`config.mk`:
```
export PLATFORM = sky130hd
export DESIGN_NAME = multiword_add_ctrl
export DESIGN_NICKNAME = d
export VERILOG_FILES = /design/src/rtl/multiword_add_ctrl.sv
export SDC_FILE = /design/constraint.sdc
export NUM_CORES = 1
export LEC_CHECK = 0
export BUFFER_PORTS_ARGS = -buffer_cell sky130_fd_sc_hd__buf_2
export CORE_MARGIN = 10
export CORE_UTILIZATION = 29
export DETAILED_ROUTE_END_ITERATION = 8
export GPL_ROUTABILITY_DRIVEN = 1
export SLEW_MARGIN = 20
export SYNTH_ARGS = -nofsm -noshare
export SYNTH_HDL_FRONTEND = slang
export SYNTH_SLANG_ARGS = --single-unit
```
`constraint.sdc`:
```
create_clock -name clk -period 3.9 [get_ports clk]
set_input_delay 0.585 -clock clk [delete_from_list [all_inputs] [get_ports clk]]
set_output_delay 0.585 -clock clk [all_outputs]
set_load 0.005 [all_outputs]
```
`src/rtl/multiword_add_ctrl.sv`:
```
// Wide unsigned adder built from one WIDTH-bit slice reused over WORDS cycles.
// Carry is chained through a register; start/busy/done handshake.
module multiword_add_ctrl #(
  parameter int WIDTH = 8,
  parameter int WORDS = 4
) (
  input  logic                   clk,
  input  logic                   rst,
  input  logic                   start,
  input  logic [WIDTH*WORDS-1:0] a,
  input  logic [WIDTH*WORDS-1:0] b,
  output logic                   busy,
  output logic                   done,
  output logic [WIDTH*WORDS-1:0] sum,
  output logic                   c_out
);

  localparam int TW = WIDTH * WORDS;
  localparam int IW = (WORDS > 1) ? $clog2(WORDS) : 1;
  localparam logic [IW-1:0] LAST = IW'(WORDS - 1);

  typedef enum logic [1:0] {
    IDLE,
    RUN,
    DONE
  } state_t;

  state_t          state;
  logic [TW-1:0]   a_sr;
  logic [TW-1:0]   b_sr;
  logic [TW-1:0]   res;
  logic [TW-1:0]   res_nxt;
  logic            carry;
  logic [IW-1:0]   idx;
  logic [WIDTH:0]  slice_sum;

  // Shared slice adder: low slice of each operand shift register plus carry.
  always_comb begin
    slice_sum = {1'b0, a_sr[WIDTH-1:0]}
              + {1'b0, b_sr[WIDTH-1:0]}
              + {{WIDTH{1'b0}}, carry};
  end

  // Result with the current slice merged in, so DONE can load it directly.
  always_comb begin
    res_nxt = res;
    for (int i = 0; i < WORDS; i++) begin
      if (idx == IW'(i)) begin
        res_nxt[i*WIDTH +: WIDTH] = slice_sum[WIDTH-1:0];
      end
    end
  end

  // Sequencer: accept, iterate slices LSB first, publish result for one cycle.
  always_ff @(posedge clk) begin
    if (rst) begin
      state <= IDLE;
      busy  <= 1'b0;
      done  <= 1'b0;
      sum   <= '0;
      c_out <= 1'b0;
      a_sr  <= '0;
      b_sr  <= '0;
      res   <= '0;
      carry <= 1'b0;
      idx   <= '0;
    end else begin
      unique case (state)
        IDLE: begin
          done <= 1'b0;
          if (start) begin
            a_sr  <= a;
            b_sr  <= b;
            res   <= '0;
            carry <= 1'b0;
            idx   <= '0;
            busy  <= 1'b1;
            state <= RUN;
          end
        end
        RUN: begin
          res   <= res_nxt;
          carry <= slice_sum[WIDTH];
          a_sr  <= a_sr >> WIDTH;
          b_sr  <= b_sr >> WIDTH;
          if (idx == LAST) begin
            idx   <= '0;
            busy  <= 1'b0;
            done  <= 1'b1;
            sum   <= res_nxt;
            c_out <= slice_sum[WIDTH];
            state <= DONE;
          end else begin
            idx <= idx + 1'b1;
          end
        end
        DONE: begin
          done <= 1'b0;
          if (start) begin
            a_sr  <= a;
            b_sr  <= b;
            res   <= '0;
            carry <= 1'b0;
            idx   <= '0;
            busy  <= 1'b1;
            state <= RUN;
          end else begin
            state <= IDLE;
          end
        end
        default: begin
          busy  <= 1'b0;
          done  <= 1'b0;
          state <= IDLE;
        end
      endcase
    end
  end

endmodule

```
==> flow_metrics.py <==
metrics = {
    "run_status": {
        "status": "completed",
    },
    "timing": {
        "post-route-min-period_ns": 2.34,
        "max_freq_mhz": 427,
        "grt_setup_unrepaired": "false",
        "holdWs_ns": 0.385,
        "worstMarginPinSlew_ns": 0.900,
        "setup_tns_ns": 0,
        "slew-limit-headroom_pct": 39.8,
        "setup_viol_count_final": 0,
        "timing.final.crit_share_pct": 60.0,
        "finalHoldViolCount": 0,
        "fin_skew_ns": 0.00921,
        "finalMaxSlewViolations": 0,
    },
    "synthesis": {
        "synth.area.top_cells": "dfxtp_1, mux2i_1, a211oi_1",
        "syn_avg_cell_area_um2": 9.63,
        "syn_inst": 570,
        "ys_seq_area_share_pct": 46.7,
        "yosysMostFrequentCell": "dfxtp_1",
        "ys_ff_latch": 128,
        "synth-edff-count": 0,
        "yosys_most_used_dff": "dfxtp_1",
        "synth_cell_types": 45,
        "synth_top_area_share_pct": 46.7,
        "async_flop_share_pct": 0,
        "synth_top_cell_by_area": "dfxtp_1",
        "synth_commonest_cells": "dfxtp_1, nor2_1, a211oi_1",
        "synth_nets": 650,
        "yosys_warnings": 0,
        "synth_area_um2": 5490,
    },
    "floorplan": {
        "die_y_um": 158,
        "die_w_um": 158,
        "num_rows": 50,
        "core_region_area_um2": 18600,
        "pin_count": 102,
        "dieArea_um2": 24800,
        "initial_core_util_pct": 29.4,
    },
    "routing": {
        "drtIter0Drc": 264,
        "viasPerCell": 4.88,
        "wl_met1_mm": 6.81,
        "vias": 4360,
        "met2_length_mm": 5.88,
        "first_pass_iters": 4,
        "routed_wl_mm": 14.0,
        "met3_length_mm": 1.05,
        "dr.max_layer_used": "met5",
        "detail_route.wl_per_cell_um": 15.6,
        "drc": 0,
        "detail-route-antenna-nets": 0,
    },
    "flow_run": {
        "max_cap_viol_count": 0,
    },
    "critical_path": {
        "cp_cell_sequence": "buf_4 > nand2b_1 > nand2_4 > buf_4 > nor2_1 > a211oi_1",
        "critPathBufInv": 2,
        "crit_family": "buffers and inverters",
        "slowest_delay_ns": 0.70,
        "cpMaxStageDelayCell": "buf_4",
        "worst_path_most_repeated_cell": "buf_4",
        "end_kind": "register",
        "r2r_setup_slack_ns": 1.56,
        "cp-start-kind": "register",
        "cp_max_fo": 96,
        "path_class": "register to register",
        "crit_arrival_ns": 2.65,
        "worst-endpoint-required_ns": 4.21,
    },
    "clock_network": {
        "clk_pin_slew_ns": 0.06,
        "numClockSinks": 128,
        "cts-htree-levels": 4,
        "clk_path_buf_depth": 2,
        "cts_buffers": 17,
        "ctsResizeCount": 0,
        "clk-insertion-delay-late_ns": 0.41,
        "cts_tree": "yes",
        "post_cts_buffers": 0,
        "cts_root_buffer": "clkbuf_16",
        "hold_buffers": 0,
    },
    "power": {
        "p_leak_nw": 2.70,
        "power_mw": 3.58,
        "ir_drop_v": 0.000352,
        "power.density_nw_per_um2": 534,
    },
    "finish": {
        "register_area_um2": 2560,
        "area_delta_synth_final_pct": 22.1,
        "fin_area_um2": 6710,
        "fill_cells": 1922,
        "nets": 726,
        "multi_input_comb_area_um2": 2690,
        "post-route-util_pct": 36.0,
        "drive_gt1_share_pct": 21.4,
    },
    "global_routing": {
        "grt_overflow_total": 0,
        "grt_usage_pct": 11.5,
        "grt_pass1_vias": 4292,
        "grt_max_degree": 97,
        "grt_antenna_before_repair": 5,
        "grt_first_pass_wirelength_mm": 22.8,
    },
    "place": {
        "gp_congestion": 0.785,
        "placed_area_um2": 6140,
        "port_buffers": 101,
        "hpwlAfterDp_mm": 9.70,
    },
    "worst_hold_path": {
        "min_path_type": "input pin to register",
    },
}
## area by class of cell
type / count / area share [%]
antenna: 1 / 0.0373
clock buffer: 22 / 6.77
clock inverter: 10 / 1.68
inverter: 9 / 0.504
multi-input combinational: 383 / 40.2
sequential: 128 / 38.2
tap: 234 / 4.37
timing repair buffer: 107 / 8.25
## report_power, final
part	leakage (nW)	internal [mW]	switching (mW)	total, mW
clock	0.274	0.954	0.568	1.52
sequential	1.05	1.40	0.0519	1.46
combinational	1.38	0.238	0.362	0.601
## cell families (layout without fill, tap and decap cells)
family / Yosys count / after routing / share of synthesized area [%]
AOI/OAI and AO/OA: 160 / 160 / 22.1
and+or+nand+nor: 143 / 143 / 11.5
DFF: 128 / 128 / 46.7
muxes: 63 / 63 / 11.5
buffers and inverters: 59 / 148 / 4.42
adders and majority gates: 13 / 13 / 3.24
xor gates and xnor gates: 4 / 4 / 0.638
other: 0 / 1 / 0
## path summary, 6_finish.rpt
| check | startpoint | cells after the start | end |
|---|---|---|---|
| worst max-delay path | state[0]$_SDFFE_PP0P_ | 6 | b_sr[8]$_SDFFE_PP0P_ |
| worst min-delay path | a[29] | 2 | a_sr[29]$_SDFFE_PP0P_ |
| worst max register to register | state[0]$_SDFFE_PP0P_ | 6 | b_sr[8]$_SDFFE_PP0P_ |
| worst min register to register | sum[26]$_SDFFE_PP0P_ | 2 | sum[26]$_SDFFE_PP0P_ |
## registers in the layout, indices dropped and copies added (netlist names)
signal  cells
a_sr       32
b_sr       32
sum        32
res        24
idx         2
state       2
busy        1
c_out       1
carry       1
done        1
## metal layers
metal,up-vias,track usage [%]
li1,2260,-
met1,1954,15.0
met2,115,16.7
met3,23,4.50
met4,8,4.10
met5,-,0
## per-stage QoR
step	worst slack [ns]	instances
after floorplan	1.86	570
after global placement	1.57	861
after detailed placement	1.54	861
after CTS	1.52	893
after global routing	1.33	893
final	1.56	894
## layout by cell type (no fill, tap or decap), types with 3 or more instances in the layout
cell,Yosys,final
dfxtp_1,128,127
buf_2,17,100
nor2_1,84,84
a211oi_1,67,67
mux2i_1,63,63
nand2_1,27,26
a22o_1,20,20
a21oi_1,17,17
clkbuf_16,0,17
ha_1,11,11
inv_1,9,9
o21ai_1,8,8
a32o_1,8,8
a32oi_1,7,7
buf_4,0,7
nand2b_1,6,6
o21ai_0,6,6
nor3b_1,4,4
o211ai_1,4,4
nand3b_1,4,4
o22ai_1,4,4
clkinv_2,0,4
clkbuf_1,28,4
nor2b_1,3,3
o2111ai_1,3,3
and2_1,3,3
xnor2_1,3,3
a41oi_1,3,3
a22oi_1,3,3
or3_1,3,3
a311oi_1,3,3
Power figures use the tool's default switching activity.
